<file path="src/rtl/rf_pwm_pkg.sv">
// -----------------------------------------------------------------------------
// rf_pwm_pkg
//   Shared definitions for the pulse-measurement blocks.
//   - DEFAULT_RAM_WIDTH : default width of counters and width/limit ports
//   - state_t           : measurement controller state encoding
// -----------------------------------------------------------------------------
package rf_pwm_pkg;

  localparam int DEFAULT_RAM_WIDTH = 32;

  typedef enum logic [1:0] {
    ST_IDLE       = 2'd0,
    ST_WAIT_START = 2'd1,
    ST_MEASURE    = 2'd2
  } state_t;

endpackage

</file>
<file path="src/rtl/sig_sync_edge.sv">
// -----------------------------------------------------------------------------
// sig_sync_edge
//   Two-flop synchronizer for an asynchronous input, one extra history flop,
//   and polarity-aware activity / edge detection.
//
//   Ports
//     io_clk    in  system clock, rising edge
//     io_rst    in  asynchronous active-high reset (clears all flops)
//     sig_in    in  raw asynchronous signal
//     pol       in  active polarity (1 = high is active, 0 = low is active)
//     act       out synchronized signal currently at the active level
//     start     out synchronized signal just became active
//     end_edge  out synchronized signal just became inactive
// -----------------------------------------------------------------------------
module sig_sync_edge (
  input  logic io_clk,
  input  logic io_rst,
  input  logic sig_in,
  input  logic pol,
  output logic act,
  output logic start,
  output logic end_edge
);

  logic sync_meta;
  logic sync_q;
  logic prev_q;
  logic act_prev;

  always_ff @(posedge io_clk or posedge io_rst) begin
    if (io_rst) begin
      sync_meta <= 1'b0;
      sync_q    <= 1'b0;
      prev_q    <= 1'b0;
    end else begin
      sync_meta <= sig_in;
      sync_q    <= sync_meta;
      prev_q    <= sync_q;
    end
  end

  // Both activity terms use the same polarity, so a polarity change alone
  // can never fabricate an edge: only a real transition of the synchronized
  // signal makes act and act_prev differ.
  assign act      = (sync_q == pol);
  assign act_prev = (prev_q == pol);
  assign start    = act & ~act_prev;
  assign end_edge = ~act & act_prev;

endmodule

</file>
<file path="src/rtl/sigmeas.sv">
// -----------------------------------------------------------------------------
// sigmeas
//   Single-shot pulse-width meter. After an arm request it waits for a fresh
//   active edge on io_sigIn, counts io_clk cycles while the synchronized
//   signal stays active, and reports the width (saturating at a limit).
//
//   Handshake: io_arm is a one-cycle request accepted only while idle
//   (io_busy low); there is no ready/backpressure on the result side --
//   io_valid is a one-cycle strobe and io_width/io_ovf change only on that
//   cycle, holding until the next strobe. io_abort is a level that wins over
//   everything and returns the block to idle without a result.
//
//   Ports
//     io_clk          in  system clock, rising edge
//     io_rst          in  asynchronous active-high reset
//     io_sigIn        in  pulse to measure (asynchronous)
//     io_activeLevel  in  pulse polarity, latched at arm
//     io_maxWidth     in  overflow limit in clocks, 0 = all ones; latched at arm
//     io_arm          in  start request
//     io_abort        in  cancel / hold idle
//     io_width        out last measured width
//     io_valid        out result strobe
//     io_ovf          out last result hit the limit
//     io_busy         out not idle
//     state_dbg       out current controller state (observation only)
// -----------------------------------------------------------------------------
module sigmeas
  import rf_pwm_pkg::*;
#(
  parameter int _RAM_WIDTH = DEFAULT_RAM_WIDTH
) (
  input  logic                  io_clk,
  input  logic                  io_rst,
  input  logic                  io_sigIn,
  input  logic                  io_activeLevel,
  input  logic [_RAM_WIDTH-1:0] io_maxWidth,
  input  logic                  io_arm,
  input  logic                  io_abort,
  output logic [_RAM_WIDTH-1:0] io_width,
  output logic                  io_valid,
  output logic                  io_ovf,
  output logic                  io_busy,
  output state_t                state_dbg
);

  localparam int W = _RAM_WIDTH;

  state_t       state;
  logic         pol;
  logic [W-1:0] limit;
  logic [W-1:0] cnt;

  logic act;
  logic start;
  logic end_edge;

  sig_sync_edge u_sync (
    .io_clk   (io_clk),
    .io_rst   (io_rst),
    .sig_in   (io_sigIn),
    .pol      (pol),
    .act      (act),
    .start    (start),
    .end_edge (end_edge)
  );

  always_ff @(posedge io_clk or posedge io_rst) begin
    if (io_rst) begin
      state    <= ST_IDLE;
      pol      <= 1'b0;
      limit    <= '1;
      cnt      <= '0;
      io_width <= '0;
      io_ovf   <= 1'b0;
      io_valid <= 1'b0;
      io_busy  <= 1'b0;
    end else begin
      io_valid <= 1'b0;
      if (io_abort) begin
        state   <= ST_IDLE;
        io_busy <= 1'b0;
      end else begin
        case (state)
          ST_IDLE: begin
            if (io_arm) begin
              // Polarity and limit are captured here so later input changes
              // cannot disturb a measurement in progress.
              pol     <= io_activeLevel;
              limit   <= (io_maxWidth == '0) ? '1 : io_maxWidth;
              state   <= ST_WAIT_START;
              io_busy <= 1'b1;
            end
          end

          ST_WAIT_START: begin
            // A signal already active at arm has no start edge, so it is
            // skipped until it goes inactive and returns.
            if (start) begin
              cnt   <= W'(1);
              state <= ST_MEASURE;
            end
          end

          ST_MEASURE: begin
            if (act) begin
              // Limit check before increment: cnt saturates, never wraps.
              if (cnt == limit) begin
                io_width <= limit;
                io_ovf   <= 1'b1;
                io_valid <= 1'b1;
                state    <= ST_IDLE;
                io_busy  <= 1'b0;
              end else begin
                cnt <= cnt + W'(1);
              end
            end else if (end_edge) begin
              io_width <= cnt;
              io_ovf   <= 1'b0;
              io_valid <= 1'b1;
              state    <= ST_IDLE;
              io_busy  <= 1'b0;
            end
          end

          default: begin
            state   <= ST_IDLE;
            io_busy <= 1'b0;
          end
        endcase
      end
    end
  end

  assign state_dbg = state;

endmodule

</file>
<file path="config.mk">
export PLATFORM = sky130hd
export DESIGN_NAME = sigmeas
export DESIGN_NICKNAME = d
export VERILOG_FILES = /design/src/rtl/rf_pwm_pkg.sv /design/src/rtl/sig_sync_edge.sv /design/src/rtl/sigmeas.sv
export SDC_FILE = /design/constraint.sdc
export NUM_CORES = 1
export LEC_CHECK = 0
export ABC_CLOCK_PERIOD_IN_PS = 4750
export CAP_MARGIN = 10
export CORE_MARGIN = 4
export CORE_UTILIZATION = 30
export DETAILED_ROUTE_END_ITERATION = 16
export DONT_BUFFER_PORTS = 1
export GPL_ROUTABILITY_DRIVEN = 1
export GPL_TIMING_DRIVEN = 0
export REMOVE_ABC_BUFFERS = 1
export SLEW_MARGIN = 20
export SYNTH_ARGS = -nofsm -noshare
export SYNTH_HDL_FRONTEND = slang
export SYNTH_SLANG_ARGS = --single-unit
</file>
<file path="constraint.sdc">
create_clock -name io_clk -period 4.75 [get_ports io_clk]
set_clock_uncertainty 0.1 [all_clocks]
set_input_delay 0.95 -clock io_clk [delete_from_list [all_inputs] [get_ports io_clk]]
set_output_delay 0.95 -clock io_clk [all_outputs]
set_load 0.02 [all_outputs]
</file>
# ---- Word-level counts from Yosys, hierarchy flattened
# Index checks and enable logic that the tools add are counted.
dict set report totals {
  latch_bits 0
  wordCells 68
  mem_bits_ro 0
  input_bits 38
  ramBits 0
  mem_count 0
  ff_bits 105
}
dict set report classes {
  bitwise_logic 5
  n_reduce_logical 9
  order_cmp 0
  n_addsub 1
  n_mux 28
  shift 0
  div_mod_pow 0
  mul 0
  eq_ne 14
}
# op n
set op_table {}
lappend op_table {{32-bit two-way mux} 7}
lappend op_table {{32-bit one-hot mux with 2 select lines} 1}
lappend op_table {{32-bit by 1-bit adder with 32-bit output (second input constant)} 1}
lappend op_table {{32-bit == test} 1}
lappend op_table {{32-bit zero test} 1}
lappend op_table {{1-bit two-way mux} 12}
lappend op_table {{2-bit two-way mux} 6}
lappend op_table {{4-bit AND reduction} 3}
lappend op_table {{2-bit != test (second input constant)} 4}
lappend op_table {{3-bit != test (second input constant)} 2}
lappend op_table {{2-bit one-hot mux with 3 select lines} 1}
lappend op_table {{5-bit AND reduction} 1}
lappend op_table {{4-bit by 3-bit != test with 1-bit output (second input constant)} 1}
lappend op_table {{4-bit != test (second input constant)} 1}
lappend op_table {{2-bit nonzero test} 2}
lappend op_table {{1-bit NOT} 3}
lappend op_table {{1-bit one-hot mux with 3 select lines} 1}
lappend op_table {{3-bit AND reduction} 1}
lappend op_table {{1-bit AND} 2}
lappend op_table {{1-bit == test} 2}
lappend op_table {{2-bit by 1-bit == test with 1-bit output (second input constant)} 1}
lappend op_table {{2-bit == test (second input constant)} 1}
lappend op_table {{2-bit zero test} 1}
lappend op_table {{2-bit by 1-bit != test with 1-bit output (second input constant)} 1}

# ---- Depth between registers and ports, before layout
dict set report depth {
  word_depth 7
  mapped_depth 10
}

# ---- Modules after synthesis
# Synthesis repeated with hierarchy kept, for this count alone.
dict set report unflattened {
  hier_cells 464
  hier_area_um2 5575.3
}
# mod instances cells_each area_per_inst_um2
set by_module_without_submodules {}
lappend by_module_without_submodules {sigmeas 1 455 5454.0}
lappend by_module_without_submodules {sig_sync_edge 1 9 121.4}

# ---- Least setup slack after synthesis
# Ideal clock, no wire load.
dict set report synth_timing {
  path_type {input to register}
  start {input port io_abort}
  end {register io_width[1]}
  arrival_time_ns 2.122
  cell_stages 7
  setup_time_ns 0.127
  path_slack_ns 2.401
  cell_sequence {inv_1 -> nand2b_1 -> nor2b_1 -> and2_1 -> buf_6 -> buf_8 -> mux2_1}
}
dict set report synth_via {
  elab_chain_len 2
}
# item line_no
set synth_rtl {}
lappend synth_rtl {{start: declaration} sigmeas.sv:38} ;# input logic io_abort,
lappend synth_rtl {{1-bit NOT (no source line)} -}
lappend synth_rtl {{4-bit AND reduction (no source line)} -}
lappend synth_rtl {{end signal: assignment} sigmeas.sv:108} ;# io_width <= limit;
lappend synth_rtl {{end signal: assignment} sigmeas.sv:117} ;# io_width <= cnt;
lappend synth_rtl {{end: declaration} sigmeas.sv:39} ;# output logic [_RAM_WIDTH-1:0] io_width,
# Every way passes these cells.
# A chain may end at the register's enable or synchronous reset.

# ---- Final worst setup path
dict set report layout_timing {
  start {register state[1] (netlist: state_dbg[1])}
  end {register io_width[2]}
}
dict set report layout_via {
  elab_chain_len 2
}
# item line_no
set layout_rtl {}
lappend layout_rtl {{start: declaration} sigmeas.sv:48} ;# state_t state;
lappend layout_rtl {{start signal: assignment} sigmeas.sv:69} ;# state <= ST_IDLE;
lappend layout_rtl {{start signal: assignment} sigmeas.sv:80} ;# state <= ST_IDLE;
lappend layout_rtl {{start signal: assignment} sigmeas.sv:90} ;# state <= ST_WAIT_START;
lappend layout_rtl {{2-bit == test} sigmeas.sv:83} ;# case (state)
lappend layout_rtl {{4-bit AND reduction (no source line)} -}
# Every way passes these cells.

==> impl_table.tex <==
\begin{tabular}{lr}
\hline
Metric & Value \\
\hline
\multicolumn{2}{l}{\textbf{Pwr}} \\
\quad Cell Int Power & 0.00168 W \\
\quad Leak pwr & 2.55 nW \\
\quad Switching component of the power & 0.000886 W \\
\quad Share of power burned in registers & 53.6\% \\
\quad Part of the power in the clock network & 27.1\% \\
\quad PD cells & 423 nW/um\^{}2 \\
\quad Gate power share & 19.3\% \\
\quad Switching share of power & 34.5\% \\
\quad Max IR drop VDD & 0.188 mV \\
\multicolumn{2}{l}{\textbf{Setup path}} \\
\quad Worst Reg-to-Reg Cells & 6 \\
\quad Most common cell on crit path & nand2b\_1 \\
\quad FF-to-FF setup slack & around 1300 ps \\
\quad Critical path class & reg -> reg \\
\quad Critical path, cell by cell & nand2b\_1 > nand2b\_1 > nor2b\_1 > and2\_2 > buf\_16 > mux2\_1 \\
\quad CP arrival & 3540 ps \\
\quad Worst-path maximum fanout & 18 \\
\quad Critical Path Max Stage Delay & 890 ps \\
\quad Standard cell with the maximum stage delay on the critical path & nor2b\_1 \\
\quad Terminus of the critical flop-to-flop path & io\_width[2] \\
\quad Critical path's top delay family & simple AND/OR/NAND/NOR gates \\
\quad Worst path buffer plus inverter count & 1 \\
\quad Nature of the critical path startpoint & flip-flop \\
\quad CP endpoint kind & flip-flop \\
\quad Endpoint required time on the critical path & 4880 ps \\
\quad Source of the worst register-to-register timing path & state\_dbg[1] \\
\multicolumn{2}{l}{\textbf{STA}} \\
\quad Fin crit period & between 3000 and 4000 ps \\
\quad Final sum of negative setup slack & 0 ps \\
\quad Worst hold slack across all endpoints & 255 ps \\
\quad Total count of hold-check failures in the final report & 0 \\
\quad RSZ-0062 raised after global routing & false \\
\quad Relative slew slack & between 20\% and 30\% \\
\quad Final cycle utilization of the critical path & 71.7\% \\
\quad Final slew viol count & 0 \\
\quad Fin worst setup slack & 1340 ps \\
\quad Least-Margin Pin Slew & 1100 ps \\
\quad Setup-violating endpoint count in the final report & 0 \\
\quad Fmax achieved & 293 MHz \\
\multicolumn{2}{l}{\textbf{Die}} \\
\quad DIE AREA & 20500 sq um \\
\quad Number of core rows & 49 \\
\quad Starting utilization of the core area & 30.5\% \\
\quad Die width & $\sim$140 microns \\
\quad Core Region & 18000 sq um \\
\quad Die H & roughly 140 microns \\
\quad Ports & 75 \\
\multicolumn{2}{l}{\textbf{Yosys}} \\
\quad Cell count after synthesis & 534 \\
\quad Mean post-synth cell area & 10.3 sq um \\
\quad Prevailing post-synth register cell & dfrtp\_1 \\
\quad Count of synthesis-stage warnings from yosys & 0 \\
\quad EDFF count, synth & 0 \\
\quad Summed instance area of the synthesized netlist & 5480 sq um \\
\quad Fraction of registers with async set or reset after synthesis & 100\% \\
\quad Post-synthesis sequential area ratio & 48.7\% \\
\quad Count of distinct cell types in the synthesized netlist & 54 \\
\quad Flops \& latches, synth & 105 \\
\multicolumn{2}{l}{\textbf{Layout}} \\
\quad Highest-count cells in the layout ignoring fill and taps & 101 x nand2\_1, 73 x dfrtp\_1, 34 x a21oi\_1 \\
\quad Fraction of final layout cells sized beyond drive strength 1 & between 10\% and 20\% \\
\quad \# nets final & 558 \\
\quad Most common cell after layout, fill and taps aside & nand2\_1 \\
\quad Antenna diodes & 0 \\
\quad Layout area overhead & 10.6\% \\
\quad Count of filler cells inserted in the layout & 1778 \\
\quad Count of non-filler cells in the finished layout & $\sim$750 \\
\quad Utilization after layout & 33.7\% \\
\multicolumn{2}{l}{\textbf{Placed design}} \\
\quad HPWL after detailed placement & 11.2 mm \\
\quad Global placer's final weighted congestion & 0.825 \\
\quad Count of buffers inserted at the top-level ports & 0 \\
\quad Worst slack, placed & 1140 ps \\
\quad Number of placed instances with taps included & 737 \\
\multicolumn{2}{l}{\textbf{Clocking}} \\
\quad Post-cts repair resize count & 0 \\
\quad CTS Hold Bufs & 0 \\
\quad H-tree levels & 3 \\
\quad TritonCTS Buffers & 9 \\
\quad Total setup buffers inserted after CTS & 0 \\
\quad Clock root buffer & clkbuf\_16 \\
\quad Clock tree from TritonCTS & built \\
\quad Clk\_lat worst skew & between 300 and 400 ps \\
\quad Clock slew at reported path FFs & 70 ps \\
\quad Clock Tree Buf Depth & 2 \\
\quad Number of sinks handled by clock tree synthesis & 105 \\
\multicolumn{2}{l}{\textbf{Global routing}} \\
\quad Maximum number of pins on one net before global-route repair & 68 \\
\quad Global-route wire length before repair & 24.1 mm \\
\quad Tot GR Track Use & 15.3\% \\
\quad Vias in the first global route & 4143 \\
\quad Number of antenna violations at the first check in global routing & 0 \\
\quad Total congestion overflow & 0 \\
\multicolumn{2}{l}{\textbf{Status}} \\
\quad Run status & completed \\
\multicolumn{2}{l}{\textbf{Drt}} \\
\quad Final antenna-violating net count & 0 \\
\quad DR WL/cell & between 20 and 25 microns \\
\quad Number of DRC markers in iteration 0 & 453 \\
\quad Overall via count from detail\_route & 4020 \\
\quad Total detailed-routing wirelength & 15.1 mm \\
\quad \# DRC & 0 \\
\quad Count of TritonRoute iterations in the first routing pass & 4 \\
\quad Vias per cell & 5.34 \\
\multicolumn{2}{l}{\textbf{Worst hold path}} \\
\quad Classification of the worst-slack hold path & reg -> reg \\
\quad Source of the worst hold timing path & u\_sync.sync\_meta \\
\quad Number of stages on the worst hold path & 0 \\
\quad Hold EP & u\_sync.sync\_q \\
\multicolumn{2}{l}{\textbf{Flow run}} \\
\quad MaxCap Viol Count & 0 \\
\hline
\end{tabular}
==> cells by family (layout without fill, tap and decap cells) <==
family / count (synthesis) / in the layout / share of synthesized area (%)
compound gates: 122 / 122 / 15.7
xor+xnor: 35 / 35 / 5.73
fa+ha+maj: 1 / 1 / 0.228
buf+inv: 44 / 34 / 4.98
flops: 105 / 105 / 48.7
mux: 23 / 23 / 5.39
simple gates: 204 / 204 / 19.3
==> layer usage <==
metal | share of wire (%) | track usage, %
met1 | 41 | 19.3
met2 | 49 | 24.5
met3 | 7.2 | 4.99
met4 | 2.8 | 6.00
met5 | 0 | 0
==> metrics by stage <==
stage	cell area, sq um	total power [W]
floorplan	5240	0.00166
global placement	5520	0.00183
detailed placement	5790	0.00190
CTS	6060	0.00260
global route	6060	0.00270
finish	6060	0.00256
==> Yosys cell counts, types with 4 or more instances <==
master / instances / area [sq um]
nand2_1: 101 / 379
nor4_1: 17 / 106
o211ai_1: 7 / 52.6
or4_1: 16 / 120
a21oi_1: 34 / 170
buf_6: 8 / 90.1
nand3_1: 12 / 60.1
dfrtp_1: 73 / 1830
o22a_1: 33 / 289
xor2_1: 33 / 289
inv_1: 8 / 30.0
clkbuf_1: 16 / 60.1
o21ai_0: 9 / 45.0
buf_2: 7 / 35.0
nor2_1: 11 / 41.3
a31oi_1: 11 / 68.8
o21ai_1: 4 / 20.0
mux2_4: 10 / 150
dfstp_2: 32 / 841
nand4_1: 11 / 68.8
or3_1: 11 / 68.8
mux2_2: 5 / 56.3
mux2_1: 7 / 78.8
nor3_1: 4 / 20.0
o31ai_1: 9 / 67.6
==> worst max-delay path by stage <==
| stage | start | end | slack, ps | depth (start not counted) |
|---|---|---|---|---|
| 6_report | state_dbg[1] | io_width[2] | 1340 | 6 |
| 3_5_place_dp | io_abort | io_width[2] | 1140 | 6 |
| 4_1_cts | state_dbg[1] | io_width[2] | 1340 | 6 |
| 5_1_grt | state_dbg[1] | io_width[1] | 1160 | 6 |
| 3_3_place_gp | io_arm | limit[0] | -970 | 4 |
| 2_1_floorplan | io_rst | cnt[0] | 990 | 1 |
==> power groups by stage <==
stage | clock network [W] | logic, W | registers [W]
final | 0.000695 | 0.000494 | 0.00138
after global routing | 0.000744 | 0.000551 | 0.00140
after CTS | 0.000713 | 0.000503 | 0.00138
after detailed placement | 0 | 0.000501 | 0.00140
after floorplan | 0 | 0.000338 | 0.00132
after global placement | 0 | 0.000442 | 0.00139
==> layout make-up <==
type                       count  area, sq um  share of cell area (%)
inverter                       8         35.0                   0.578
sequential                   105         2670                    44.0
tap                          229          287                    4.73
timing repair buffer          10          210                    3.47
multi-input combinational    385         2590                    42.8
clock inverter                 4         30.0                   0.496
clock buffer                  12          236                    3.90
==> state kept, by name, summed over array words and instances (netlist names) <==
| signal | count |
|---|---|
| cnt | 32 |
| io_width | 32 |
| limit | 32 |
| state_dbg | 2 |
| io_busy | 1 |
| io_ovf | 1 |
| io_valid | 1 |
| pol | 1 |
| u_sync.prev_q | 1 |
| u_sync.sync_meta | 1 |
| u_sync.sync_q | 1 |
(Power assumes the default switching activity.)
